===== src/rtl/vliw_dual_port_data_memory_if.sv =====
// Two-lane load/store bus between the VLIW issue slots and the data memory.
// Lane 1 is the later slot in bundle order.
interface vliw_dual_port_data_memory_if #(
    parameter int DATA_WIDTH = 8,
    parameter int ADDR_WIDTH = 8
);
    logic [ADDR_WIDTH-1:0] Address0;
    logic [DATA_WIDTH-1:0] WriteData0;
    logic                  MemWriteEnable0;
    logic                  MemRead0;
    logic [DATA_WIDTH-1:0] ReadData0;
    logic                  ReadValid0;

    logic [ADDR_WIDTH-1:0] Address1;
    logic [DATA_WIDTH-1:0] WriteData1;
    logic                  MemWriteEnable1;
    logic                  MemRead1;
    logic [DATA_WIDTH-1:0] ReadData1;
    logic                  ReadValid1;

    logic                  Ready;

    modport master (
        output Address0, WriteData0, MemWriteEnable0, MemRead0,
        output Address1, WriteData1, MemWriteEnable1, MemRead1,
        input  ReadData0, ReadValid0, ReadData1, ReadValid1, Ready
    );

    modport slave (
        input  Address0, WriteData0, MemWriteEnable0, MemRead0,
        input  Address1, WriteData1, MemWriteEnable1, MemRead1,
        output ReadData0, ReadValid0, ReadData1, ReadValid1, Ready
    );
endinterface


===== src/rtl/vliw_dual_port_data_memory.sv =====
// Dual-lane VLIW data memory: registered write-first loads, lane 1 wins store
// conflicts, and a post-reset clear sweep that holds Ready low until done.
module vliw_dual_port_data_memory #(
    parameter int DATA_WIDTH = 8,
    parameter int ADDR_WIDTH = 8,
    parameter int DEPTH      = 256
) (
    input logic CLK,
    input logic RST_N,
    vliw_dual_port_data_memory_if.slave bus
);
    localparam int IdxWidth = (DEPTH > 1) ? $clog2(DEPTH) : 1;
    localparam logic [ADDR_WIDTH:0] DepthLimit = (ADDR_WIDTH + 1)'(DEPTH);
    localparam logic [IdxWidth-1:0] LastIdx = IdxWidth'(DEPTH - 1);

    typedef enum logic {INIT, RUN} memState_t;

    memState_t             state;
    logic [IdxWidth-1:0]   clearIdx;
    logic                  ready;
    logic [DATA_WIDTH-1:0] readData0, readData1;
    logic                  readValid0, readValid1;

    logic [DATA_WIDTH-1:0] mem [DEPTH];

    logic                  inRange0, inRange1;
    logic [IdxWidth-1:0]   idx0, idx1;
    logic                  storeHit0, storeHit1;
    logic                  sameAddr;
    logic [DATA_WIDTH-1:0] loadData0, loadData1;

    always_comb begin
        inRange0  = {1'b0, bus.Address0} < DepthLimit;
        inRange1  = {1'b0, bus.Address1} < DepthLimit;
        idx0      = bus.Address0[IdxWidth-1:0];
        idx1      = bus.Address1[IdxWidth-1:0];
        storeHit0 = (state == RUN) && bus.MemWriteEnable0 && inRange0;
        storeHit1 = (state == RUN) && bus.MemWriteEnable1 && inRange1;
        sameAddr  = bus.Address0 == bus.Address1;

        // Write-first bypass: lane 1 store has priority over lane 0 store.
        loadData0 = '0;
        if (inRange0) begin
            if (storeHit1 && sameAddr)
                loadData0 = bus.WriteData1;
            else if (storeHit0)
                loadData0 = bus.WriteData0;
            else
                loadData0 = mem[idx0];
        end

        loadData1 = '0;
        if (inRange1) begin
            if (storeHit1)
                loadData1 = bus.WriteData1;
            else if (storeHit0 && sameAddr)
                loadData1 = bus.WriteData0;
            else
                loadData1 = mem[idx1];
        end
    end

    // Array has no reset; the clear sweep owns it while in INIT.
    always_ff @(posedge CLK) begin
        if (state == INIT) begin
            mem[clearIdx] <= '0;
        end else begin
            if (storeHit0)
                mem[idx0] <= bus.WriteData0;
            if (storeHit1)
                mem[idx1] <= bus.WriteData1;
        end
    end

    always_ff @(posedge CLK or negedge RST_N) begin
        if (!RST_N) begin
            state      <= INIT;
            clearIdx   <= '0;
            ready      <= 1'b0;
            readData0  <= '0;
            readData1  <= '0;
            readValid0 <= 1'b0;
            readValid1 <= 1'b0;
        end else begin
            unique case (state)
                INIT: begin
                    readValid0 <= 1'b0;
                    readValid1 <= 1'b0;
                    clearIdx   <= clearIdx + 1'b1;
                    if (clearIdx == LastIdx) begin
                        state <= RUN;
                        ready <= 1'b1;
                    end
                end
                RUN: begin
                    readValid0 <= bus.MemRead0;
                    readValid1 <= bus.MemRead1;
                    if (bus.MemRead0)
                        readData0 <= loadData0;
                    if (bus.MemRead1)
                        readData1 <= loadData1;
                end
                default: begin
                    state <= INIT;
                    ready <= 1'b0;
                end
            endcase
        end
    end

    assign bus.ReadData0  = readData0;
    assign bus.ReadValid0 = readValid0;
    assign bus.ReadData1  = readData1;
    assign bus.ReadValid1 = readValid1;
    assign bus.Ready      = ready;
endmodule


===== src/flat_wrapper.sv =====
// flat-port wrapper written by rule: the top's interface ports become plain ports
module vliw_dual_port_data_memory_flat 
#(
    parameter int DATA_WIDTH = 8,
    parameter int ADDR_WIDTH = 8,
    parameter int DEPTH      = 256
)
  (CLK, RST_N, bus_Address0, bus_WriteData0, bus_MemWriteEnable0, bus_MemRead0, bus_Address1, bus_WriteData1, bus_MemWriteEnable1, bus_MemRead1, bus_ReadData0, bus_ReadValid0, bus_ReadData1, bus_ReadValid1, bus_Ready);
  vliw_dual_port_data_memory_if #(.DATA_WIDTH(DATA_WIDTH), .ADDR_WIDTH(ADDR_WIDTH)) bus_i ();
  input logic CLK;
  input logic RST_N;
  input wire logic [$bits(bus_i.Address0)-1:0] bus_Address0;
  input wire logic [$bits(bus_i.WriteData0)-1:0] bus_WriteData0;
  input wire logic [$bits(bus_i.MemWriteEnable0)-1:0] bus_MemWriteEnable0;
  input wire logic [$bits(bus_i.MemRead0)-1:0] bus_MemRead0;
  input wire logic [$bits(bus_i.Address1)-1:0] bus_Address1;
  input wire logic [$bits(bus_i.WriteData1)-1:0] bus_WriteData1;
  input wire logic [$bits(bus_i.MemWriteEnable1)-1:0] bus_MemWriteEnable1;
  input wire logic [$bits(bus_i.MemRead1)-1:0] bus_MemRead1;
  output wire logic [$bits(bus_i.ReadData0)-1:0] bus_ReadData0;
  output wire logic [$bits(bus_i.ReadValid0)-1:0] bus_ReadValid0;
  output wire logic [$bits(bus_i.ReadData1)-1:0] bus_ReadData1;
  output wire logic [$bits(bus_i.ReadValid1)-1:0] bus_ReadValid1;
  output wire logic [$bits(bus_i.Ready)-1:0] bus_Ready;
  assign bus_i.Address0 = bus_Address0;
  assign bus_i.WriteData0 = bus_WriteData0;
  assign bus_i.MemWriteEnable0 = bus_MemWriteEnable0;
  assign bus_i.MemRead0 = bus_MemRead0;
  assign bus_i.Address1 = bus_Address1;
  assign bus_i.WriteData1 = bus_WriteData1;
  assign bus_i.MemWriteEnable1 = bus_MemWriteEnable1;
  assign bus_i.MemRead1 = bus_MemRead1;
  assign bus_ReadData0 = bus_i.ReadData0;
  assign bus_ReadValid0 = bus_i.ReadValid0;
  assign bus_ReadData1 = bus_i.ReadData1;
  assign bus_ReadValid1 = bus_i.ReadValid1;
  assign bus_Ready = bus_i.Ready;
  vliw_dual_port_data_memory #(.DATA_WIDTH(DATA_WIDTH), .ADDR_WIDTH(ADDR_WIDTH), .DEPTH(DEPTH)) u_core (.CLK(CLK), .RST_N(RST_N), .bus(bus_i));
endmodule

===== config.mk =====
export PLATFORM = sky130hd
export DESIGN_NAME = vliw_dual_port_data_memory_flat
export DESIGN_NICKNAME = d
export VERILOG_FILES = /design/src/rtl/vliw_dual_port_data_memory_if.sv /design/src/rtl/vliw_dual_port_data_memory.sv /design/src/flat_wrapper.sv
export SDC_FILE = /design/constraint.sdc
export NUM_CORES = 2
export LEC_CHECK = 0
export CAP_MARGIN = 20
export CORE_MARGIN = 3
export CORE_UTILIZATION = 45
export CTS_BUF_LIST = sky130_fd_sc_hd__clkbuf_8
export DETAILED_ROUTE_END_ITERATION = 8
export PLACE_DENSITY = 0.58
export REMOVE_ABC_BUFFERS = 1
export SLEW_MARGIN = 20
export SYNTH_ARGS = -nofsm -noshare
export SYNTH_HDL_FRONTEND = slang
export SYNTH_SLANG_ARGS = --single-unit
export TNS_END_PERCENT = 30

===== constraint.sdc =====
create_clock -name CLK -period 3.8 [get_ports CLK]
set_clock_uncertainty 0.1 [all_clocks]
set_input_delay 0.76 -clock CLK [delete_from_list [all_inputs] [get_ports CLK]]
set_output_delay 0.76 -clock CLK [all_outputs]
set_load 0.02 [all_outputs]

==> flow_summary.yaml <==
worst_setup_path:
  crit_family: "simple AND/OR/NAND/NOR gates"
  crit_path_cell_trace: "buf_6 -> buf_12 -> nor2b_4 -> buf_12 -> a22oi_1 -> nand3_1 -> nand4_1 -> a2111oi_0 -> buf_4 -> and3_1 -> a31oi_1"
  crit_top_cell: "buf_12"
  crit_slowest_cell: "nor2b_4"
  start_kind: "input port"
  worstPathRequired_ns: 4.70
  crit_buf_inv: 4
  critPathArrivalTime_ns: 4.44
  max_stage_delay_ns: 0.68
  critPathMaxFanout: 18
  critPathCaptureType: "register"
  crit_type: "in2reg"
timing:
  fin_crit_sh_pct: 93.23
  final_max_slew_viol_count: 0
  max_freq_mhz: 282.3
  hold_viol: 0
  hold_slack_ns: 0.1776
  rsz0062_at_grt: "no"
  fin_setup_tns_ns: 0
  setup_viol: 0
  setup_slack_ns: 0.2574
  fin_crit_ns: 3.543
  worst_pin_slew_ns: 1.295
  relSlewSlack_pct: 13.51
power_and_ir_drop:
  peakVddDrop_mv: 0.2484
  power_w: 0.04905
  cellPowerDensity_mw_per_mm2: 345.8
  power.leakage_nw: 41.40
global_route:
  antenna_found_initial: 57
  grt_max_degree: 98
  grt_pass1_vias: 94856
  grtUsageTotal_pct: 39.73
  grt_overflow_total: 0
  grt_pass1_wl_mm: 758.2
clocking:
  cts-htree-levels: 5
  ctsRootBufferMaster: "clkbuf_8"
  numCtsBuffers: 373
  post_cts_buffers: 0
  cts_tree: "built"
  cts_sinks: 2076
  clock_path_buffers: 4
  clk_latency_ns: 1.13
  path_clk_slew_ns: 0.06
synth:
  yosysTopAreaCellShare_pct: 51.13
  yosysWarnings: 0
  synthMuxAreaShare_pct: 20.96
  synth.avg_cell_area_um2: 11.68
  synth-edff-count: 2048
  ys_seq_area_share_pct: 51.71
  yosysTopAreaCell: "edfxtp_1"
  synth_xor_xnor_area_share_pct: 0.1893
  synth_top_family_by_area: "multiplexers"
  synth-seq-cells: 2076
  synth_cells: 10302
  synth-async-reset-ratio_pct: 1.349
  yosysMostFrequentCell: "nand2_1"
  netlist_top_cells_count: "nand2_1, o21ai_0, edfxtp_1"
  syn-cell-area_mm2: 0.1203
  synth_adder_area_share_pct: 0.01040
  yosys-top-cells-area: "edfxtp_1, mux4_2, o21ai_0, nand2_1, clkbuf_1"
  synth_top_flop_cell: "edfxtp_1"
  ys_types: 77
  yosys.area_share.simple_pct: 9.545
  synth-compound-area-share_pct: 13.16
floorplan:
  initial_core_util_pct: 45.29
  die-area_mm2: 0.2735
  placementRows: 189
  die_x_um: 523.0
  core-area_mm2: 0.2656
  ios: 57
  die_y_um: 523.0
run_status:
  outcome: "complete, no violations"
place:
  gp_congestion: 1.050
  hpwl_mm: 391.0
  numPortBuffers: 56
  dp_slack_ns: -0.6647
final_layout:
  drive_gt1_share_pct: 28.03
  final_nets: 11116
  fillerInstances: 22696
  final_core_util_pct: 53.41
  areaGrowthSynthToFinish_pct: 17.92
routing:
  vias: 102258
  dr.pass1.iters: 8
  vias_per_cell: 6.840
  drt_iter0_markers: 17803
  drt_wl_total_mm: 552.3
  drtAntennaViolNets: 0
  wl_per_cell_um: 36.94
  drc: 0
hold_path:
  hp-class: "in2reg"
run:
  cap_violations: 0
area by class of cell:
| class | instances | area (um2) | area share, % |
|---|---|---|---|
| inverter | 9 | 38.79 | 0.02735 |
| timing repair buffer | 1634 | 15150 | 10.68 |
| multi-input combinational | 6983 | 53070 | 37.41 |
| tap | 3533 | 4420 | 3.117 |
| antenna | 50 | 125.1 | 0.08821 |
| sequential | 2076 | 62200 | 43.85 |
| clock inverter | 288 | 1648 | 1.162 |
| clock buffer | 377 | 5189 | 3.658 |
stage by stage:
step / cell area [um2] / cells
floorplan: 115000 / 9068
global placement: 134800 / 14231
detailed placement: 134900 / 14233
CTS: 141700 / 14900
global route: 141700 / 14907
finish: 141800 / 14950
cell families after synthesis:
logic type      Yosys count
flops                  2076
buf+inv                1243
xor+xnor                 26
mux                    1224
fa+ha+maj                 1
simple gates           2869
compound gates         2863
placed cells by master, fill, tap and decap left out, types with 12 or more instances in the layout:
cell | synthesis | layout
nand2_2 | 0 | 12
a22oi_1 | 148 | 148
mux4_2 | 1034 | 1034
nor2_1 | 327 | 324
inv_1 | 7 | 124
nand2b_1 | 25 | 25
nand4_1 | 20 | 20
clkinv_2 | 0 | 55
nor2b_1 | 23 | 17
dfrtp_1 | 28 | 28
mux2i_1 | 174 | 174
o21ai_0 | 2076 | 2076
buf_8 | 2 | 12
o211ai_1 | 22 | 22
nand3_2 | 0 | 19
edfxtp_1 | 2048 | 2048
o22ai_1 | 370 | 370
nor4_1 | 20 | 18
bufinv_16 | 0 | 12
nand2_1 | 2244 | 2224
nand3b_1 | 12 | 12
a31oi_1 | 14 | 14
diode_2 | 0 | 50
nand3_1 | 90 | 71
a21oi_1 | 69 | 69
clkbuf_8 | 0 | 377
xor2_1 | 19 | 19
mux2_2 | 16 | 16
or3_1 | 16 | 16
a211oi_1 | 22 | 22
clkinv_1 | 2 | 81
nor3_1 | 30 | 28
a22o_1 | 22 | 22
buf_4 | 64 | 1362
a221oi_1 | 26 | 26
and3_1 | 12 | 12
buf_12 | 0 | 214
clkdlybuf4s50_1 | 0 | 36
report_power, final:
group | internal, W | switching (W) | leakage, nW
Combinational | 0.00131 | 0.00252 | 22.9
Sequential | 0.0248 | 0 | 14.5
Clock | 0.0101 | 0.0104 | 3.97
tightest hold or removal path, cell delays in order:
cell and delay, ns:
buf_8 0.23, nand2_1 0.12, o21ai_0 0.06
worst paths after layout:
| check | startpoint | endpoint | depth (start not counted) | slack [ns] |
|---|---|---|---|---|
| min in group asynchronous | RST_N | u_core.bus.ReadValid0 | 2 | 0.22 |
| worst max register to register | u_core.state | u_core.bus.ReadData1[5] | 10 | 0.55 |
| worst max-delay path | bus_Address1[3] | u_core.bus.ReadData1[6] | 11 | 0.26 |
| worst min-delay path | bus_WriteData1[4] | u_core.mem[34][4] | 3 | 0.18 |
| max in group asynchronous | RST_N | u_core.bus.ReadData0[1] | 2 | 2.73 |
| worst min register to register | u_core.clearIdx[7] | u_core.clearIdx[7] | 2 | 0.55 |
state kept, by name, summed over array words and instances, names as in the netlist:
| signal | count |
|---|---|
| u_core.bus.ReadValid1 | 1 |
| u_core.bus.Ready | 1 |
| u_core.bus.ReadValid0 | 1 |
| u_core.bus.ReadData0 | 8 |
| u_core.bus.ReadData1 | 8 |
| u_core.clearIdx | 8 |
| u_core.mem | 2048 |
| u_core.state | 1 |
routing by layer:
metal / global-route usage, % / up-vias / share of wire, %
met1: 51.44 / 50652 / 35
met4: 26.60 / 34 / 8.2
li1: - / 41056 / -
met3: 12.56 / 1796 / 14
met2: 57.35 / 8720 / 43
met5: 0 / - / 0.041
repair_timing:
action / in CTS / in global routing
resized for setup: 0 / 0
hold buffers: 2 / 0
endpoints found under the setup margin: 0 / 0
hold endpoints to repair: 35 / 0
Power figures use the tool's default switching activity.
